### src/rtl/l1_cache_controller.sv
// l1_cache_controller: miss-handling FSM of a direct-mapped, write-back, write-allocate L1 data cache
//   clk          : clock, state changes on the rising edge
//   rst          : asynchronous active-low reset
//   req_cs       : CPU access request, held until stall is low
//   req_we       : 1 = store, 0 = load
//   cache_hit    : tag match and valid at the current index
//   cache_dirty  : dirty bit of the line at the current index
//   mem_ack      : external memory finished the current line transfer
//   sram_cs      : tag/data SRAM chip select
//   sram_we      : tag/data SRAM write enable
//   sram_fill    : 1 = write refill line, 0 = merge CPU word
//   dirty_o      : dirty bit written with the tag
//   mem_cs       : external memory request
//   mem_we       : external memory write (victim write-back)
//   mem_addr_sel : 1 = victim address, 0 = request address
//   stall        : freeze the CPU pipeline
module l1_cache_controller (
    input  logic clk,
    input  logic rst,
    input  logic req_cs,
    input  logic req_we,
    input  logic cache_hit,
    input  logic cache_dirty,
    input  logic mem_ack,
    output logic sram_cs,
    output logic sram_we,
    output logic sram_fill,
    output logic dirty_o,
    output logic mem_cs,
    output logic mem_we,
    output logic mem_addr_sel,
    output logic stall
);
    typedef enum logic [1:0] {
        IDLE      = 2'd0,
        WRITEBACK = 2'd1,
        ALLOCATE  = 2'd2,
        REFILL    = 2'd3
    } state_t;
    state_t r_state;
    state_t w_next;
    always_ff @(posedge clk or negedge rst)
        if (!rst) r_state <= IDLE;
        else      r_state <= w_next;
    // Outputs are gated by rst so they drop the instant reset asserts, not at the next edge.
    always_comb begin
        w_next       = r_state;
        sram_cs      = 1'b0;
        sram_we      = 1'b0;
        sram_fill    = 1'b0;
        dirty_o      = 1'b0;
        mem_cs       = 1'b0;
        mem_we       = 1'b0;
        mem_addr_sel = 1'b0;
        stall        = 1'b0;
        if (rst) begin
            case (r_state)
                IDLE: if (req_cs) begin
                    sram_cs = 1'b1;
                    if (cache_hit) begin
                        sram_we = req_we;
                        dirty_o = req_we;
                    end else begin
                        stall  = 1'b1;
                        w_next = cache_dirty ? WRITEBACK : ALLOCATE;
                    end
                end
                WRITEBACK: begin
                    mem_cs       = 1'b1;
                    mem_we       = 1'b1;
                    mem_addr_sel = 1'b1;
                    stall        = 1'b1;
                    w_next       = mem_ack ? ALLOCATE : WRITEBACK;
                end
                ALLOCATE: begin
                    mem_cs = 1'b1;
                    stall  = 1'b1;
                    w_next = mem_ack ? REFILL : ALLOCATE;
                end
                default: begin
                    sram_cs   = 1'b1;
                    sram_we   = 1'b1;
                    sram_fill = 1'b1;
                    stall     = 1'b1;
                    w_next    = IDLE;
                end
            endcase
        end
    end
endmodule

### config.mk
export PLATFORM = sky130hd
export DESIGN_NAME = l1_cache_controller
export DESIGN_NICKNAME = d
export VERILOG_FILES = /design/src/rtl/l1_cache_controller.sv
export SDC_FILE = /design/constraint.sdc
export NUM_CORES = 1
export LEC_CHECK = 0
export CORE_AREA = 2 2 39 41
export CTS_CLUSTER_SIZE = 24
export DETAILED_ROUTE_END_ITERATION = 8
export DIE_AREA = 0 0 41 43
export SLEW_MARGIN = 15
export SYNTH_ARGS = -nofsm -noshare
export SYNTH_HDL_FRONTEND = slang
export SYNTH_SLANG_ARGS = --single-unit
### constraint.sdc
create_clock -name clk -period 1.61 [get_ports clk]
set_input_delay 0.2415 -clock clk [delete_from_list [all_inputs] [get_ports clk]]
set_output_delay 0.2415 -clock clk [all_outputs]
set_load 0.01 [all_outputs]
Word-level counts from Yosys, hierarchy flattened
Index checks and enable logic that the tools add are counted.
- bits of input ports: 7
- bits in registers: 2
- reductions and logical operators: 4
- muxes and demuxes: 25
- equal/unequal tests: 4
- operators by type and width (operator ; count):
    1-bit two-way mux ; 18
    2-bit two-way mux ; 4
    2-bit one-hot mux with 3 select lines ; 1
    2-bit inequality test, second input constant ; 2
    1-bit one-hot mux with 2 select lines ; 2
    3-bit AND reduction ; 1
    3-bit OR reduction ; 1
    2-bit by 1-bit equality test with 1-bit output, second input constant ; 1
    2-bit equality test, second input constant ; 1
    2-bit logical NOT ; 1
    2-bit OR reduction ; 1

Longest topological paths before layout
Gate-level depths: netlist (run 1).
- depth after elaboration: 4
- mapped depth: 5

Worst setup path after synthesis (run 1)
Ideal clock, no wire load.
- path kind: flip-flop to output port
- start point: reg r_state[0]
- end point: out sram_we
- cell stages (with the launch flop): 4
- arrival time: 1.123 ns
- buffers on the path: 0
- setup slack: 0.245 ns
- path through: dfrtp_1 > inv_1 > ha_1 > o32ai_1
- cells in the longest elaborated chain, start to end: 4
- elaborated cells between the ends (all ways): 6
- classes of those cells: 2 x eq/ne; 2 x mux; 2 x reduce/logical
- ends and longest elaborated chain (element ; RTL line ; text):
    start: declaration ; 40 ; state_t r_state;
    start signal: assignment ; 44 ; else r_state <= w_next;
    2-bit equality test or 2-bit by 1-bit equality test with 1-bit output (tied branches) ; 57 ; case (r_state)
    2-bit OR reduction (no line) ; n/a ;
    1-bit one-hot mux with 2 select lines * ; 57 ;
    1-bit two-way mux * ; 56 ; if (rst) begin
    end: declaration ; 26 ; output logic sram_we,
Every way passes the cells marked *; elsewhere a longest branch is shown, timed or not.

Worst setup path in the final report (run 1)
- start point: in rst
- end point: out stall
- cells in the longest elaborated chain, start to end: 1
- ends and longest elaborated chain (element ; RTL line ; text):
    start: declaration ; 19 ; input logic rst,
    1-bit two-way mux ; 56 ;
    end: declaration ; 32 ; output logic stall
Every way passes these cells.

==> summary by stage, run 1 <==
Outcome
The run finished with clean final reports.

Worst setup path
In this run the worst path has a maximum fanout of 3. STA classifies the critical path endpoint as an output port. The number of cells on the worst reg-to-reg path is 6. The data arrival time at the worst-slack endpoint is ~1.3 ns. The worst endpoint required time is around 1.4 ns. The category of the worst setup path launch point is an input port. The class of the most critical setup path is in2out.

Clock tree
The H-tree level count is 1. Buffers added to address setup during post-CTS repair amount to 0. In this run the deepest clock path goes through 2 buffers. The total clock buffers created by CTS is 3. At the later pin of the worst-skew pair, clock insertion delay measures 0.22 ns. The tree built by TritonCTS fans out to 2 sinks. CTS placed an instance of sky130_fd_sc_hd__clkbuf_4 at the clock tree root. The hold-fix buffer count after cts is 0. TritonCTS built the clock tree.

After clock tree synthesis, the clock-pin slew on the worst setup and hold paths is around 0.030 ns.

Pwr
The part of the power in registers is 10.7%. The leakage dissipation is between 0.2 and 0.3 nW. The clock network burns around 13% of the power. Cell internal power was estimated by the tool at between 0.5 and 0.6 mW. In this run the power spent charging and discharging nets is 0.3239 mW. The switching power share of the total is between 30% and 40%. The highest ir drop seen on vdd is ~0.66 mV. The combinational power share is around three quarters. The power density of the placed cells is ~1600 nW/µm². After layout, the design draws a total of ~0.85 mW.

Flow run
Max-cap violations in this run came to 0.

Routing
After the first detailed-routing iteration, the DRC count stood at 0. For this run, design rule violations remaining after detail routing come to 0. The first-pass iteration count of the detailed router is 1. In the final routing, the length of wire on met1 measures 286 µm. The topmost layer with routed signal wires is met3. The count of nets left with antenna violations once routing finished came out at 0. Detailed routing placed a total of 41 µm of wire on met3. The final routed wire length divided by cell count is around 8.8 µm. The routed design has roughly 660 µm of wire. Summed over all nets, wire length on met2 after detailed routing comes to 334 µm. Dividing the detail-routed via count by the number of cells gives 4.107.

The via total after detailed routing is between 300 and 400.

Place
During placement, the flow inserted port buffers numbering 14. After legalization and detailed placement, the total HPWL measured about 530 µm. At the end of routability-driven placement, the weighted congestion stood at roughly 0.75. After detailed placement, the design holds a cell count of 72.

Layout
In the final layout, the share of cells above drive strength 1 is between 40% and 50%. The final antenna diode count is 0. The number of standard cells in the layout, taps in and fillers out is 75. The layout-stage area growth over the synthesis result is 91.96%. The share of the core filled with cells in the final layout is roughly 40%. The net total in the final layout is 73.

The combined area of the multi-input logic cells is about 240 µm². The largest register by flop count is r_state. The number of flip-flops under the largest register name is 2. The flip-flop and latch area is roughly 50 µm². The count of fill cells added during filler insertion is around 150. The largest registers in the layout are r_state (2).

Floorplanning
Measured along the x axis, the die boundary spans between 40 and 50 µm. For this configuration, the core starts out at a cell density of 20.25%. The vertical extent of the die is around 43 µm. The number of top-level pins is 15. After floorplanning, the core was sized to cover around 1400 µm². The overall die area is ~1800 µm².

The floorplan has 14 rows.

Yosys
The number of synthesis warnings is 0. By area, the combinational part of the netlist is dominated by adder cells. The post-synth design cell area is 280.3 µm². Of the total synthesized cell area, the portion taken by AND, OR, NAND and NOR gates is between 20 and 25%.

The number of different library cells used by synthesis comes to 16. The mux share of post-synthesis cell area is approximately 13%. Synthesis inferred 2 register bits. Each instance of the synthesized netlist takes up on average slightly below 9 µm². Synthesis produced 32 cells. The synthesized netlist devotes 22.32% of its cell area to adder and majority cells. The part of the Yosys area used for sequential elements is around 18%. The xor-xnor portion of the synthesized cell area is 0%. The synthesized net count is 44. Summing the areas of all compound-gate instances in the mapped netlist gives between 10% and 20% of the synthesized area.

GRT
For this run, the total global-route usage over all layers was measured as 9.930%. The via count of the first global-routing pass came to between 200 and 300. Global routing finished with a remaining overflow of 0. The initial antenna violation count is 0. The first-pass GRT wire length is between 1 and 1.5 mm. The maximum number of pins on one net before global-route repair is 7.

Timing
The number of hold-slack violations in the final timing report is 0. For the pin with the worst max-slew slack, the measured transition is roughly 0.18 ns. Setup violations remaining at the end of the flow were counted as 0.

The number of slew-limit violations in the final report is 0. The clock skew after layout is between 0.0008 and 0.0009 ns. The worst pin sits at a relative slew slack of between 80% and 90%. The share of the cycle needed by the critical path after routing is approximately 95%.

The shortest clock period the worst path allows after layout is between 1.5 and 2 ns. The highest attainable clock frequency is roughly 650 MHz.

Hold path
In this run the worst hold path is classified as in2async.
## metal layers
layer / GRT usage [%] / up-vias
li1: - / 165
met5: 0 / -
met4: 6.000 / 0
met1: 12.18 / 134
met3: 3.665 / 0
met2: 14.06 / 9
## final cells by class
class | count | area share, %
flip-flops and latches | 2 | 9.302
inverters | 3 | 2.093
multi-input cells | 26 | 43.95
repair buffers | 25 | 36.74
clock buffers | 3 | 4.186
well taps | 16 | 3.721
## what timing repair did
item,CTS,global route
endpoints found under the setup margin,8,8
gates resized for setup,20,9
hold endpoints to repair,0,0
## metrics by stage
stage           TNS, ns  setup slack, ns  hold WS (ns)  cell area (µm²)
6_report              0          0.07441        0.3104            538.0
5_1_grt        -0.01026         -0.01026        0.3280            538.0
4_1_cts               0          0.02113        0.3049            546.8
3_5_place_dp     -1.492          -0.2609        0.5434            515.5
3_3_place_gp     -1.522          -0.2626        0.5359            515.5
2_1_floorplan         0           0.2451      -0.05409            280.3
## critical path: stages
cell,delay [ns]
sky130_fd_sc_hd__clkdlybuf4s50_1,0.47
sky130_fd_sc_hd__inv_1,0.07
sky130_fd_sc_hd__buf_4,0.15
sky130_fd_sc_hd__a21oi_1,0.11
sky130_fd_sc_hd__clkdlybuf4s15_1,0.25
## placed cells by master, fill, tap and decap left out, types with 3 or more instances in the layout
cell,n
sky130_fd_sc_hd__and2_1,3
sky130_fd_sc_hd__nor2_1,3
sky130_fd_sc_hd__a21oi_1,5
sky130_fd_sc_hd__clkdlybuf4s50_1,6
sky130_fd_sc_hd__clkbuf_2,3
sky130_fd_sc_hd__clkdlybuf4s15_1,3
sky130_fd_sc_hd__clkbuf_4,3
sky130_fd_sc_hd__buf_4,11
## cell usage after synthesis, drive strengths merged
cell / count / area share (%)
mux2i: 1 / 3.6
dfrtp: 2 / 18
nand2b: 2 / 7.1
buf: 1 / 2.7
a21oi: 6 / 15
ha: 5 / 22
nand3: 1 / 1.8
nand2: 2 / 2.7
mux2: 2 / 9.4
nor2: 3 / 4.0
o32ai: 1 / 3.1
and2: 3 / 6.7
inv: 3 / 4.0
## logic make-up after synthesis
| family | after synthesis |
|---|---|
| buf+inv | 4 |
| mux | 3 |
| compound gates | 7 |
| flops | 2 |
| fa+ha+maj | 5 |
| simple gates | 11 |
## path summary, 6_finish.rpt
| check | from | slack, ns | endpoint |
|---|---|---|---|
| max | rst | 0.07 | stall |
| max reg2reg | r_state[0]$_DFFE_PN0P_ | 0.15 | r_state[1]$_DFFE_PN0P_ |
| min in group clk | r_state[1]$_DFFE_PN0P_ | 0.63 | r_state[1]$_DFFE_PN0P_ |
| min | rst | 0.31 | r_state[1]$_DFFE_PN0P_ |
| min reg2reg | r_state[1]$_DFFE_PN0P_ | 0.63 | r_state[1]$_DFFE_PN0P_ |
| max in group asynchronous | rst | 1.11 | r_state[0]$_DFFE_PN0P_ |
## power groups by stage
| stage | registers (mW) | clock network, mW | logic [mW] |
|---|---|---|---|
| 2_1_floorplan | 0.0959 | 0 | 0.314 |
| 3_3_place_gp | 0.0870 | 0 | 0.632 |
| 3_5_place_dp | 0.0864 | 0 | 0.637 |
| 4_1_cts | 0.0902 | 0.118 | 0.643 |
| 5_1_grt | 0.0940 | 0.128 | 0.716 |
| 6_report | 0.0904 | 0.110 | 0.648 |
Power figures use the tool's default switching activity.
==> inputs of run 2 (changes only) <==
Settings changed: MAX_ROUTING_LAYER set to met4.
==> summary by stage, run 2 (synthesized netlist as in run 1, its figures left out) <==
Timing
The transition time of the tightest slew-check pin is 0.1757 ns (unchanged). The highest attainable clock frequency is 651.2 MHz (unchanged). The share of the cycle needed by the critical path after routing is 95.38% (unchanged). The worst slew margin relative to its limit is 88.25% (unchanged).

The number of slew-limit violations in the final report is 0 (unchanged). The number of setup violations in the final report came to 0 (unchanged). The shortest clock period the worst path allows after layout is 1.536 ns (unchanged). The clock skew after layout is 0.0007963 ns (-0.000008674 ns). The worst slack on hold paths is 0.3105 ns (+0.00001300 ns). The number of hold-slack violations in the final timing report was 0 (unchanged).

Worst setup path
The category of the worst setup path launch point is an input port. The worst endpoint required time is 1.37 ns (about the same). The class of the most critical setup path is in2out. The endpoint identified for the worst register-to-register timing path is r_state[1]$_DFFE_PN0P_. The critical path goes through clkdlybuf4s50_1 > inv_1 > buf_4 > a21oi_1 > clkdlybuf4s15_1. The library cell contributing the largest single delay on the critical path is sky130_fd_sc_hd__clkdlybuf4s50_1. The data arrival time at the worst-slack endpoint is 1.29 ns (about the same). In this run the critical register-to-register path is launched from r_state[0]$_DFFE_PN0P_. The highest fanout seen on the critical path is 3 (unchanged).

The endpoint class of the critical path is an output port. The flop-to-flop setup slack came to 0.15 ns (about the same). The number of cells on the worst reg-to-reg path came to 6 (unchanged). The biggest cell delay along the critical path came to 0.47 ns (about the same).

Flow run
The number of maximum-capacitance constraint violations is 0 (unchanged).

Clock tree
The maximum number of buffers from clock root to sink came to 2 (unchanged). The H-tree level count came to 1 (unchanged). The number of buffers inserted by post-CTS setup repair is 0 (unchanged). The total clock buffers created by CTS came to 3 (unchanged). The clock-pin slew of the registers on the worst-case setup and hold paths is 0.03 ns (about the same). The hold-fix buffer count after cts was 0 (unchanged). The clock sink count came to 2 (unchanged).

The clock latency at the later pin of the worst-skew pair is 0.22 ns (about the same). The clock tree root buffer cell is sky130_fd_sc_hd__clkbuf_4. TritonCTS built the clock tree.

Floorplanning
The overall die area came to 1763 µm² (unchanged). The number of standard-cell rows in the floorplan is 14 (unchanged). The starting density of the core is 20.25% (unchanged). The placeable core area is 1384 µm² (unchanged). The number of top-level pins is 15 (unchanged). The die extent in x is 41 µm (unchanged).

The vertical extent of the die is 43 µm (unchanged).

Routing
The average via count per standard cell was 4.107 (unchanged). The total met3 wirelength after detailed routing is 34 µm (-17%). The post-route DRC violation count is 0 (unchanged). The first-pass iteration count of the detailed router was 1 (unchanged). The count of nets left with antenna violations after detail routing is 0 (unchanged).

The number of DRC markers in iteration 0 came to 0 (unchanged). The final routed wire length divided by cell count is 8.827 µm (unchanged). The met2 wire length is 334 µm (unchanged). The final routed wirelength across all metal layers is 662 µm (unchanged). The detailed router used layers up to and including met3. The met1 routed wirelength after detailed routing is 293 µm (+2.4%). The via total after detailed routing came to 308 (unchanged).

Place
The number of placed instances with taps included is 72 (unchanged). The total half-perimeter wirelength after legalization and detailed placement came to 532.3 µm (unchanged). The number of buffers added on ports came to 14 (unchanged). The global placer's final weighted congestion is 0.7616 (+1.3%).

Pwr
The highest ir drop seen on vdd came to 0.6606 mV (about the same). The power density of the placed cells was 1576 nW/µm² (about the same). The leakage dissipation came to 0.2601 nW (unchanged).

GRT
The initial antenna violation count is 0 (unchanged). The maximum number of pins on one net before global-route repair was 7 (unchanged). The first-pass GRT wire length was 1.159 mm (unchanged). The total routing usage reported by global routing was 10.17% (+0.24 points). The via count of the first global-routing pass came to 282 (unchanged). The sum of overflow across all layers after global routing is 0 (unchanged).

Layout
The share of the core filled with cells in the final layout came to 38.88% (unchanged). The largest registers in the layout are r_state (2). The layout-stage area growth over the synthesis result is 91.96% (unchanged). The share of layout cells above drive strength 1 is 47.46% (unchanged). The library cell used most frequently in the layout, excluding fill and tap cells, is sky130_fd_sc_hd__buf_4.

The count of fill cells added during filler insertion is 151 (unchanged). The final antenna diode count came to 0 (unchanged). Counting flops per register, the top entry is r_state.

The number of flip-flops under the largest register name is 2 (unchanged). The net total in the final layout came to 73 (unchanged). The number of standard cells in the layout, taps in and fillers out is 75 (unchanged).

In the layout the commonest cells are 11 x sky130_fd_sc_hd__buf_4, 6 x sky130_fd_sc_hd__clkdlybuf4s50_1, 5 x sky130_fd_sc_hd__a21oi_1.

Outcome
The flow ran to the end, and the final reports show no timing, DRC or antenna violations.

Hold path
The worst min-delay path category is in2async.
## run 2: cell counts in the layout (fill, tap and decap cells not counted)
No cell type changed its count.
## run 2: routing by layer
metal | vias up | track usage (%)
met1 | 134 | 12.50
met5 | - | -
met2 | 9 | 14.06
met3 | 0 | 3.141
met4 | 0 | 6.000
li1 | 165 | -
## run 2: how the worst max path moves through the flow
stage / start / endpoint / slack [ns] / depth (start not counted)
6_report: rst / stall / 0.07 / 5
4_1_cts: r_state[0]$_DFFE_PN0P_ / sram_cs / 0.02 / 6
5_1_grt: rst / stall / -0.01 / 5
3_5_place_dp: req_cs / sram_we / -0.26 / 4
3_3_place_gp: req_cs / sram_we / -0.26 / 4
2_1_floorplan: r_state[0]$_DFFE_PN0P_ / sram_we / 0.25 / 3
## run 2: report_power, final
| group | internal [mW] | switching [mW] | leakage, nW |
|---|---|---|---|
| registers | 0.0759 | 0.0146 | 0.0246 |
| logic | 0.366 | 0.282 | 0.222 |
| clock network | 0.0822 | 0.0274 | 0.0138 |
## run 2: repair_timing
| item | CTS | global route |
|---|---|---|
| pin swaps | 0 | 0 |
| gates resized for setup | 20 | 9 |
| endpoints found under the hold margin | 0 | 0 |
| endpoints found under the setup margin | 8 | 8 |
## run 2: critical path: cells and delay by family
kind	cells	cell delay, ns
buffers and inverters	4	0.94
AOI/OAI and AO/OA	1	0.11
## run 2: area by class of cell
cell class | count | area (µm²) | area share [%]
repair buffers | 25 | 197.7 | 36.74
inverters | 3 | 11.26 | 2.093
multi-input cells | 26 | 236.5 | 43.95
clock buffers | 3 | 22.52 | 4.186
well taps | 16 | 20.02 | 3.721
flip-flops and latches | 2 | 50.05 | 9.302
## run 2: metrics by stage
step / setup slack, ns / TNS, ns / power [mW] / instance area [µm²]
floorplan: 0.2451 / 0 / 0.4100 / 280.3
global placement: -0.2626 / -1.522 / 0.7193 / 515.5
detailed placement: -0.2609 / -1.492 / 0.7231 / 515.5
CTS: 0.02113 / 0 / 0.8517 / 546.8
global route: -0.01026 / -0.01026 / 0.9372 / 538.0
finish: 0.07441 / 0 / 0.8481 / 538.0
